==> src/rtl/fir_xifu_ctrl_if.sv <==
`default_nettype none
// ============================================================================
//  Module      : fir_xifu_ctrl_if
//  Description : Bundle of the issue / commit / retire handshake and the
//                scoreboard status outputs of fir_xifu_ctrl.
//                master : decode / core / EX side (drives requests)
//                slave  : the scoreboard (drives status)
//  Ports       : clear_i, issue_i, issue_id_i, commit_valid_i, commit_id_i,
//                commit_kill_i, retire_i, retire_id_i        (to scoreboard)
//                ready_o, head_valid_o, head_id_o, head_committed_o,
//                head_killed_o, count_o, error_o             (from scoreboard)
//  Revision    : 1.0 - initial release
// ============================================================================
interface fir_xifu_ctrl_if #(
    parameter int NB_ENTRIES = 4,
    parameter int ID_WIDTH   = 4
);
    localparam int CNT_W = $clog2(NB_ENTRIES) + 1;

    logic                clear_i;
    logic                issue_i;
    logic [ID_WIDTH-1:0] issue_id_i;
    logic                commit_valid_i;
    logic [ID_WIDTH-1:0] commit_id_i;
    logic                commit_kill_i;
    logic                retire_i;
    logic [ID_WIDTH-1:0] retire_id_i;

    logic                ready_o;
    logic                head_valid_o;
    logic [ID_WIDTH-1:0] head_id_o;
    logic                head_committed_o;
    logic                head_killed_o;
    logic [CNT_W-1:0]    count_o;
    logic                error_o;

    modport master (
        output clear_i, issue_i, issue_id_i, commit_valid_i, commit_id_i,
               commit_kill_i, retire_i, retire_id_i,
        input  ready_o, head_valid_o, head_id_o, head_committed_o,
               head_killed_o, count_o, error_o
    );

    modport slave (
        input  clear_i, issue_i, issue_id_i, commit_valid_i, commit_id_i,
               commit_kill_i, retire_i, retire_id_i,
        output ready_o, head_valid_o, head_id_o, head_committed_o,
               head_killed_o, count_o, error_o
    );
endinterface
`default_nettype wire

==> src/rtl/fir_xifu_ctrl.sv <==
`default_nettype none
// ============================================================================
//  Module      : fir_xifu_ctrl
//  Description : In-order issue/commit/retire scoreboard for the FIR XIFU
//                coprocessor. Tracks every decoded instruction, applies core
//                commit/kill messages to the oldest matching ISSUED entry,
//                exposes the head entry so EX only performs side effects once
//                committed, and retires entries in program order.
//  Ports       : clk_i  - clock
//                rst_ni - asynchronous active-low reset
//                bus    - fir_xifu_ctrl_if.slave (requests in, status out)
//  Revision    : 1.0 - initial release
// ============================================================================
module fir_xifu_ctrl #(
    parameter int NB_ENTRIES = 4,
    parameter int ID_WIDTH   = 4
) (
    input  wire logic           clk_i,
    input  wire logic           rst_ni,
    fir_xifu_ctrl_if.slave      bus
);
    localparam int PTR_W = $clog2(NB_ENTRIES);
    localparam int CNT_W = PTR_W + 1;
    localparam logic [CNT_W-1:0] c_full = CNT_W'(NB_ENTRIES);

    typedef enum logic [1:0] {
        ST_FREE      = 2'd0,
        ST_ISSUED    = 2'd1,
        ST_COMMITTED = 2'd2,
        ST_KILLED    = 2'd3
    } entry_state_e;

    entry_state_e        r_state [NB_ENTRIES];
    logic [ID_WIDTH-1:0] r_id    [NB_ENTRIES];
    logic [PTR_W-1:0]    r_head;
    logic [PTR_W-1:0]    r_tail;
    logic [CNT_W-1:0]    r_count;
    logic                r_error;

    logic             w_ready;
    logic             w_issue_ok;
    logic             w_issue_err;
    logic             w_match;
    logic [PTR_W-1:0] w_match_idx;
    logic             w_bypass;
    logic             w_commit_err;
    logic             w_head_done;
    logic             w_retire_ok;
    logic             w_retire_err;
    entry_state_e     w_resolved;

    assign w_ready     = (r_count != c_full);
    assign w_issue_ok  = bus.issue_i & w_ready;
    assign w_issue_err = bus.issue_i & ~w_ready;

    // Walk from the head so the first hit is the oldest matching entry.
    // Only occupied slots can be ISSUED, so no occupancy check is needed.
    always_comb begin
        w_match     = 1'b0;
        w_match_idx = '0;
        for (int k = 0; k < NB_ENTRIES; k++) begin
            if (!w_match
                && r_state[r_head + PTR_W'(k)] == ST_ISSUED
                && r_id[r_head + PTR_W'(k)] == bus.commit_id_i) begin
                w_match     = 1'b1;
                w_match_idx = r_head + PTR_W'(k);
            end
        end
    end

    assign w_resolved   = bus.commit_kill_i ? ST_KILLED : ST_COMMITTED;
    // A commit for the instruction being issued right now lands directly in
    // the new entry, but only if no older in-flight copy of that id exists.
    assign w_bypass     = bus.commit_valid_i & ~w_match & w_issue_ok
                          & (bus.issue_id_i == bus.commit_id_i);
    assign w_commit_err = bus.commit_valid_i & ~w_match & ~w_bypass;

    assign w_head_done  = (r_state[r_head] == ST_COMMITTED)
                          || (r_state[r_head] == ST_KILLED);
    assign w_retire_ok  = bus.retire_i && (r_count != '0) && w_head_done
                          && (r_id[r_head] == bus.retire_id_i);
    assign w_retire_err = bus.retire_i & ~w_retire_ok;

    always_ff @(posedge clk_i or negedge rst_ni) begin
        if (!rst_ni) begin
            for (int i = 0; i < NB_ENTRIES; i++) begin
                r_state[i] <= ST_FREE;
                r_id[i]    <= '0;
            end
            r_head  <= '0;
            r_tail  <= '0;
            r_count <= '0;
            r_error <= 1'b0;
        end else if (bus.clear_i) begin
            for (int i = 0; i < NB_ENTRIES; i++) begin
                r_state[i] <= ST_FREE;
            end
            r_head  <= '0;
            r_tail  <= '0;
            r_count <= '0;
            r_error <= 1'b0;
        end else begin
            // Commit targets an ISSUED entry, retire a resolved head and issue
            // a free tail slot, so the three writes never hit the same entry.
            if (bus.commit_valid_i && w_match) begin
                r_state[w_match_idx] <= w_resolved;
            end
            if (w_retire_ok) begin
                r_state[r_head] <= ST_FREE;
                r_head          <= r_head + PTR_W'(1);
            end
            if (w_issue_ok) begin
                r_id[r_tail]    <= bus.issue_id_i;
                r_state[r_tail] <= w_bypass ? w_resolved : ST_ISSUED;
                r_tail          <= r_tail + PTR_W'(1);
            end
            case ({w_issue_ok, w_retire_ok})
                2'b10:   r_count <= r_count + CNT_W'(1);
                2'b01:   r_count <= r_count - CNT_W'(1);
                default: r_count <= r_count;
            endcase
            r_error <= w_issue_err | w_commit_err | w_retire_err;
        end
    end

    assign bus.ready_o          = w_ready;
    assign bus.head_valid_o     = (r_count != '0);
    assign bus.head_id_o        = (r_count != '0) ? r_id[r_head] : '0;
    assign bus.head_committed_o = (r_count != '0) && (r_state[r_head] == ST_COMMITTED);
    assign bus.head_killed_o    = (r_count != '0) && (r_state[r_head] == ST_KILLED);
    assign bus.count_o          = r_count;
    assign bus.error_o          = r_error;
endmodule
`default_nettype wire

==> src/flat_wrapper.sv <==
// flat-port wrapper written by rule: the top's interface ports become plain ports
module fir_xifu_ctrl_flat 
#(
    parameter int NB_ENTRIES = 4,
    parameter int ID_WIDTH   = 4
)
  (clk_i, rst_ni, bus_clear_i, bus_issue_i, bus_issue_id_i, bus_commit_valid_i, bus_commit_id_i, bus_commit_kill_i, bus_retire_i, bus_retire_id_i, bus_ready_o, bus_head_valid_o, bus_head_id_o, bus_head_committed_o, bus_head_killed_o, bus_count_o, bus_error_o);
  fir_xifu_ctrl_if #(.NB_ENTRIES(NB_ENTRIES), .ID_WIDTH(ID_WIDTH)) bus_i ();
  input  wire logic clk_i;
  input  wire logic rst_ni;
  input wire logic [$bits(bus_i.clear_i)-1:0] bus_clear_i;
  input wire logic [$bits(bus_i.issue_i)-1:0] bus_issue_i;
  input wire logic [$bits(bus_i.issue_id_i)-1:0] bus_issue_id_i;
  input wire logic [$bits(bus_i.commit_valid_i)-1:0] bus_commit_valid_i;
  input wire logic [$bits(bus_i.commit_id_i)-1:0] bus_commit_id_i;
  input wire logic [$bits(bus_i.commit_kill_i)-1:0] bus_commit_kill_i;
  input wire logic [$bits(bus_i.retire_i)-1:0] bus_retire_i;
  input wire logic [$bits(bus_i.retire_id_i)-1:0] bus_retire_id_i;
  output wire logic [$bits(bus_i.ready_o)-1:0] bus_ready_o;
  output wire logic [$bits(bus_i.head_valid_o)-1:0] bus_head_valid_o;
  output wire logic [$bits(bus_i.head_id_o)-1:0] bus_head_id_o;
  output wire logic [$bits(bus_i.head_committed_o)-1:0] bus_head_committed_o;
  output wire logic [$bits(bus_i.head_killed_o)-1:0] bus_head_killed_o;
  output wire logic [$bits(bus_i.count_o)-1:0] bus_count_o;
  output wire logic [$bits(bus_i.error_o)-1:0] bus_error_o;
  assign bus_i.clear_i = bus_clear_i;
  assign bus_i.issue_i = bus_issue_i;
  assign bus_i.issue_id_i = bus_issue_id_i;
  assign bus_i.commit_valid_i = bus_commit_valid_i;
  assign bus_i.commit_id_i = bus_commit_id_i;
  assign bus_i.commit_kill_i = bus_commit_kill_i;
  assign bus_i.retire_i = bus_retire_i;
  assign bus_i.retire_id_i = bus_retire_id_i;
  assign bus_ready_o = bus_i.ready_o;
  assign bus_head_valid_o = bus_i.head_valid_o;
  assign bus_head_id_o = bus_i.head_id_o;
  assign bus_head_committed_o = bus_i.head_committed_o;
  assign bus_head_killed_o = bus_i.head_killed_o;
  assign bus_count_o = bus_i.count_o;
  assign bus_error_o = bus_i.error_o;
  fir_xifu_ctrl #(.NB_ENTRIES(NB_ENTRIES), .ID_WIDTH(ID_WIDTH)) u_core (.clk_i(clk_i), .rst_ni(rst_ni), .bus(bus_i));
endmodule
==> config.mk <==
export PLATFORM = sky130hd
export DESIGN_NAME = fir_xifu_ctrl_flat
export DESIGN_NICKNAME = d
export VERILOG_FILES = /design/src/rtl/fir_xifu_ctrl_if.sv /design/src/rtl/fir_xifu_ctrl.sv /design/src/flat_wrapper.sv
export SDC_FILE = /design/constraint.sdc
export NUM_CORES = 1
export LEC_CHECK = 0
export BUFFER_PORTS_ARGS = -buffer_cell sky130_fd_sc_hd__buf_4
export CORE_MARGIN = 2
export CORE_UTILIZATION = 25
export DETAILED_ROUTE_END_ITERATION = 10
export GPL_ROUTABILITY_DRIVEN = 0
export PLACE_DENSITY_LB_ADDON = 0.1
export RECOVER_POWER = 50
export SYNTH_ARGS = -nofsm -noshare
export SYNTH_HDL_FRONTEND = slang
export SYNTH_SLANG_ARGS = --single-unit
==> constraint.sdc <==
create_clock -name clk_i -period 5.1 [get_ports clk_i]
set_input_delay 0.255 -clock clk_i [delete_from_list [all_inputs] [get_ports clk_i]]
set_output_delay 0.255 -clock clk_i [all_outputs]
set_load 0.02 [all_outputs]
==> summary.md, run 1 <==
| Metric | Value |
|---|---|
| Status | finished with violations |
| Failing checks | capacitance limit, slew limit |
| Post-Synthesis Cells | 244 |
| Maximum clock insertion buffer count | 2 |
| Nets | 300 |
| VDD IR max | 0.0946 mV |
| P per Cell Area | 253 nW/um^2 |
| Top FF cell, synth | dfrtp_1 |
| Post-synthesis sequential area ratio | 0.303 |
| Worst skew pair latency | 300 ps |
| FF-to-FF End | u_core.r_state[0] |
| Startpoint Class | flop |
| Mapped Area | 2640 sq um |
| Number of port buffers | 30 |
| Cell Rows | 37 |
| # H-tree levels | 2 |
| Antenna Nets Post-Route | 0 |
| Drt pass-1 iters | 4 |
| R2R Setup Slk | 1080 ps |
| Worst setup path startpoint | u_core.r_head[0] |
| CTS sink cnt | 32 |
| P_leak | 1.21 nW |
| Most frequent cells in the layout | 32 x dfrtp_1, 27 x buf_4, 23 x nand2_1 |
| Hold Fails Final Rpt | 0 |
| Setup tns final | 0 ps |
| Post-Route WL | 7300 um |
| 1st-iter DRT viols | 74 |
| Slew HR | -0.295 |
| Synth warn | 0 |
| Die width | 107 um |
| Layout cells sized above 1 | 0.263 |
| CTS tree | done |
| Global Route Usage Sum | 0.141 |
| Vias per cell | 4.99 |
| EDFF count, synth | 0 |
| WP data required | 5260 ps |
| Tmin final | 4020 ps |
| CTS Root Cell | clkbuf_8 |
| Worst Skew | 10.8 ps |
| Pin count of the biggest net entering global routing | 33 |
| Dominant cell type by area after synthesis | dfrtp_1 |
| Slew Limit Fails | 33 |
| Post-route DRC violation count | 0 |
| Place WS | 1100 ps |
| Syn Nets | 272 |
| Die area | 11400 sq um |
| Crit path arrival time | 4180 ps |
| Synth area leaders | dfrtp_1 30%, mux4_2 11%, mux2_2 7.7%, xnor2_1 6.6%, mux4_1 5.0% |
| DPL Wire Length | 5400 um |
| Total core area | 10300 sq um |
| HP Class | input pin to flop |
| CP Capture Point | u_core.r_state[0] |
| Vias | 2025 |
| Top-area cell type share of the netlist area | 0.303 |
| Number of buffers created by CTS | 5 |
| Post-synth cell types | 46 |
| Most common cell after layout, fill and taps aside | dfrtp_1 |
| Worst-path maximum fanout | 13 |
| Worst-path clk slew | 70 ps |
| Starting Density | 0.257 |
| First-pass GRT wire length | 12100 um |
| Total congestion overflow | 0 |
| Worst R2R Path Depth | 10 |
| CP Class | flop to flop |
| MaxCap Viol Count | 1 |
| #FFs+latches synth | 32 |
| Avg WL per Cell | 18.0 um |
| Setup violations, final | 0 |
| Die Ht | 107 um |
| RSZ-0062 raised after global routing | false |
| Mapped Avg Cell Area | 10.8 sq um |
| Initial antenna violation count | 0 |
| I/O pins | 31 |
| Synthesis-to-layout area growth | 15.3% |
| Synth async-reset ratio | 1.00 |
| Max Clock Freq | 0.249 GHz |
| Post-route clock period utilization | 0.788 |
| Final WS setup | 1080 ps |
| Filler Cell Count | 1086 |
| RR Startpoint | u_core.r_head[0] |
| Ant diodes | 0 |
| CP Capture Type | flop |
| Number of global-route vias before repair | 2091 |
| Cts repair resizes | 0 |
| Worst Tran Pin Value | 1940 ps |
## kinds of logic after synthesis
family / after synthesis / share of synthesized area
AND/OR/NAND/NOR: 80 / 0.164
multiplexers: 43 / 0.264
flip-flops: 32 / 0.303
XOR/XNOR: 29 / 0.0962
AO/OA/AOI/OAI: 26 / 0.0829
buffers and inverters: 25 / 0.0436
adder cells (fa/ha/maj): 9 / 0.0455
## cell type report
cell class                 instances  area [sq um]  share of cell area
timing repair buffer              33           231              0.0760
inverter                          13          48.8              0.0160
sequential                        32           801               0.263
clock buffer                       5          68.8              0.0226
multi-input combinational        187          1720               0.566
tap                              136           170              0.0559
## where the power goes
part	internal, mW	switching, mW	leakage (nW)
registers	0.291	0.0472	0.418
logic	0.133	0.116	0.757
clock network	0.0879	0.0961	0.0359
total	0.512	0.259	1.21
## worst min path at each step
stage                                  from               endpoint  slack (ps)  depth (start not counted)
after global placement               rst_ni         u_core.r_id[0]         240                          1
after CTS                       bus_clear_i       u_core.r_tail[0]         220                          2
after global routing      bus_issue_id_i[0]         u_core.r_id[4]         230                          2
after floorplan                      rst_ni  u_core.bus.count_o[0]         -40                          0
final                           bus_clear_i       u_core.r_tail[0]         230                          2
after detailed placement             rst_ni         u_core.r_id[0]         250                          1
## Yosys cell counts, drive strengths merged (2+ instances only)
cell type and count:
nand2 23, nor4 5, nor2b 6, nand2b 2, a21oi 5, buf 5
nor3 2, nand3 10, o32ai 2, mux4 18, nor2 17, clkbuf 7
nor4b 2, nand4 2, xor2 9, dfrtp 32, nand3b 2, o21ai 2
inv 13, or3 2, xnor2 20, ha 8, a32o 3, mux2i 7
and2 5, o22ai 2, mux2 18, a221oi 4
## worst max-delay path, cell delays in order, from the launching register on
cell and delay [ps]:
dfrtp_1 640, inv_1 250, ha_1 730, mux4_2 600, xnor2_1 140, nand3_1 110
nor2_1 110, nor4_1 660, nand4_1 350, nand3_1 200, o21ai_0 110
## stage by stage
stage | area [sq um] | std cells | utilization | hold WS (ps) | power [mW]
after floorplan | 2640 | 244 | - | -40.6 | 0.511
after global placement | 2980 | 400 | 0.290 | 245 | 0.595
after detailed placement | 2980 | 400 | 0.290 | 249 | 0.594
after CTS | 3060 | 406 | 0.298 | 224 | 0.787
after global routing | 3040 | 406 | 0.296 | 232 | 0.825
final | 3040 | 406 | 0.296 | 229 | 0.771
## sequential cells by signal (all words and copies together) (netlist names)
register	cells
u_core.bus.count_o	3
u_core.bus.error_o	1
u_core.r_head	2
u_core.r_id	16
u_core.r_state	8
u_core.r_tail	2
## repair_timing
item                                    CTS  global route
endpoints found under the setup margin    0             0
setup buffers                             0             0
endpoints found under the hold margin    32             0
hold buffers                              1             0
## routing by layer
| metal | up-vias | GRT usage | wire length, um |
|---|---|---|---|
| met5 | - | 0 | 0 |
| met2 | 66 | 0.215 | 3260 |
| met4 | 0 | 0.0696 | 263 |
| met1 | 1002 | 0.188 | 3400 |
| met3 | 13 | 0.0304 | 369 |
| li1 | 944 | - | - |
(Power assumes the default switching activity.)
==> run 2: changes to the inputs <==
- clock period: 5.1 -> 3.95 ns (I/O delays scaled with it)
==> summary.md, run 2 (synthesis results as in run 1) <==
| Metric | Value |
|---|---|
| Die Ht | 107 um |
| Hold Path Depth | 2 |
| Ant diodes | 0 |
| WP data required | 4130 ps |
| CTS sink cnt | 32 |
| R2R Setup Slk | 530 ps |
| Starting Density | 0.257 |
| CTS Root Cell | clkbuf_8 |
| Placed Cells incl. Taps | 404 |
| Design area | 3120 sq um |
| Post-DP Area | 3030 sq um |
| Worst-path clk slew | 80 ps |
| Worst-path maximum fanout | 13 |
| Post-route DRC violation count | 0 |
| I/O pins | 31 |
| First-pass GRT wire length | 11900 um |
| Min-delay src | bus_clear_i |
| MaxCap Viol Count | 1 |
| Post-CTS Hold Fix Bufs | 1 |
| Worst setup path startpoint | u_core.r_head[0] |
| P_leak | 1.25 nW |
| Post-Layout Cell Count | 413 |
| Initial antenna violation count | 0 |
| Drt pass-1 iters | 4 |
| Global Route Usage Sum | 0.137 |
| Worst Tran Pin Value | 1930 ps |
| P per Cell Area | 347 nW/um^2 |
| Total core area | 10300 sq um |
| Worst Skew | 14.1 ps |
| Postcts setup bufs | 0 |
| Hold Fails Final Rpt | 0 |
| Status | finished with violations |
| Number of port buffers | 30 |
| Slew HR | -0.286 |
| Layout cells sized above 1 | 0.274 |
| Most frequent cells in the layout | 32 x dfrtp_1, 29 x buf_4, 23 x nand2_1 |
| Tmin final | 3420 ps |
| Post-Route WL | 7310 um |
| CP Class | flop to flop |
| Vias | 2023 |
| 1st-iter DRT viols | 105 |
| VDD IR max | 0.132 mV |
| Number of buffers created by CTS | 5 |
| RSZ-0062 raised after global routing | false |
| Max FFs per register | 16 |
| HP Class | input pin to flop |
| Crit path arrival time | 3590 ps |
| Worst R2R Path Depth | 10 |
| Avg WL per Cell | 17.7 um |
| Hold Crit Endpoint | u_core.bus.count_o[0] |
| Setup violations, final | 0 |
| FF+latch area | 801 sq um |
| Pin count of the biggest net entering global routing | 33 |
| Biggest register | u_core.r_id |
| Area occupied by multi-input gates | 1720 sq um |
| Final Util | 0.304 |
| Cell Rows | 37 |
| Die width | 107 um |
| Total congestion overflow | 0 |
| Most common cell after layout, fill and taps aside | dfrtp_1 |
| Worst skew pair latency | 300 ps |
| FF-to-FF End | u_core.r_state[6] |
| DPL Wire Length | 5320 um |
| Number of global-route vias before repair | 2041 |
| # H-tree levels | 2 |
| Slew Limit Fails | 33 |
| Filler Cell Count | 1091 |
| Failing checks | capacitance limit, slew limit |
| Setup tns final | 0 ps |
| Synthesis-to-layout area growth | 18.2% |
| Maximum clock insertion buffer count | 2 |
| Cts repair resizes | 0 |
| Die area | 11400 sq um |
| Vias per cell | 4.90 |
| RR Startpoint | u_core.r_head[0] |
| Worst hold margin | 173 ps |
| Antenna Nets Post-Route | 0 |
| Nets | 304 |
| CP Capture Type | flop |
| Post-route clock period utilization | 0.865 |
| Max Clock Freq | 0.293 GHz |
| CTS tree | done |
| Startpoint Class | flop |
==> run 2: cell count changes in the layout (fill, tap and decap cells not counted), sizes merged <==
| cell | before | now |
|---|---|---|
| buf | 27 | 30 |
| clkbuf | 10 | 12 |
| bufinv | 0 | 1 |
| clkinv | 0 | 1 |
==> run 2: through the flow <==
step | setup WS, ps | total power [mW]
floorplan | 707 | 0.660
global placement | 538 | 0.770
detailed placement | 554 | 0.765
CTS | 506 | 1.10
global route | 219 | 1.15
finish | 533 | 1.08
==> run 2: report_power, final <==
group | switching [mW] | leakage (nW) | internal (mW)
logic | 0.151 | 0.776 | 0.173
clock network | 0.139 | 0.0552 | 0.187
registers | 0.0571 | 0.418 | 0.375
total | 0.348 | 1.25 | 0.735
==> run 2: how the worst max path moves through the flow <==
stage / slack (ps) / end
2_1_floorplan: 710 / u_core.r_state[2]
3_5_place_dp: 550 / u_core.r_state[6]
4_1_cts: 510 / u_core.r_state[6]
5_1_grt: 220 / u_core.r_state[4]
3_3_place_gp: 540 / u_core.r_state[6]
6_report: 530 / u_core.r_state[6]
==> run 2: critical path, cell delays in order, from the launching register on <==
cell and delay (ps):
dfrtp_1 400, inv_1 70, ha_1 660, mux4_2 590, xnor2_1 160, nand3_1 130
nor2_1 310, nor4_1 120, nor3_2 450, nand3_1 130, a32o_1 260
==> run 2: cell type report <==
| type | count | share of cell area |
|---|---|---|
| Clock buffer | 6 | 0.0232 |
| Clock inverter | 2 | 0.0112 |
| Inverter | 13 | 0.0156 |
| Multi-Input combinational cell | 187 | 0.552 |
| Sequential cell | 32 | 0.257 |
| Tap cell | 136 | 0.0545 |
| Timing Repair Buffer | 37 | 0.0866 |
==> run 2: layer usage <==
metal | up-vias | GRT usage | part of all wire
li1 | 955 | - | -
met1 | 1020 | 0.195 | 0.49
met2 | 41 | 0.212 | 0.46
met3 | 7 | 0.0219 | 0.036
met4 | 0 | 0.0417 | 0.014
met5 | - | 0 | 0
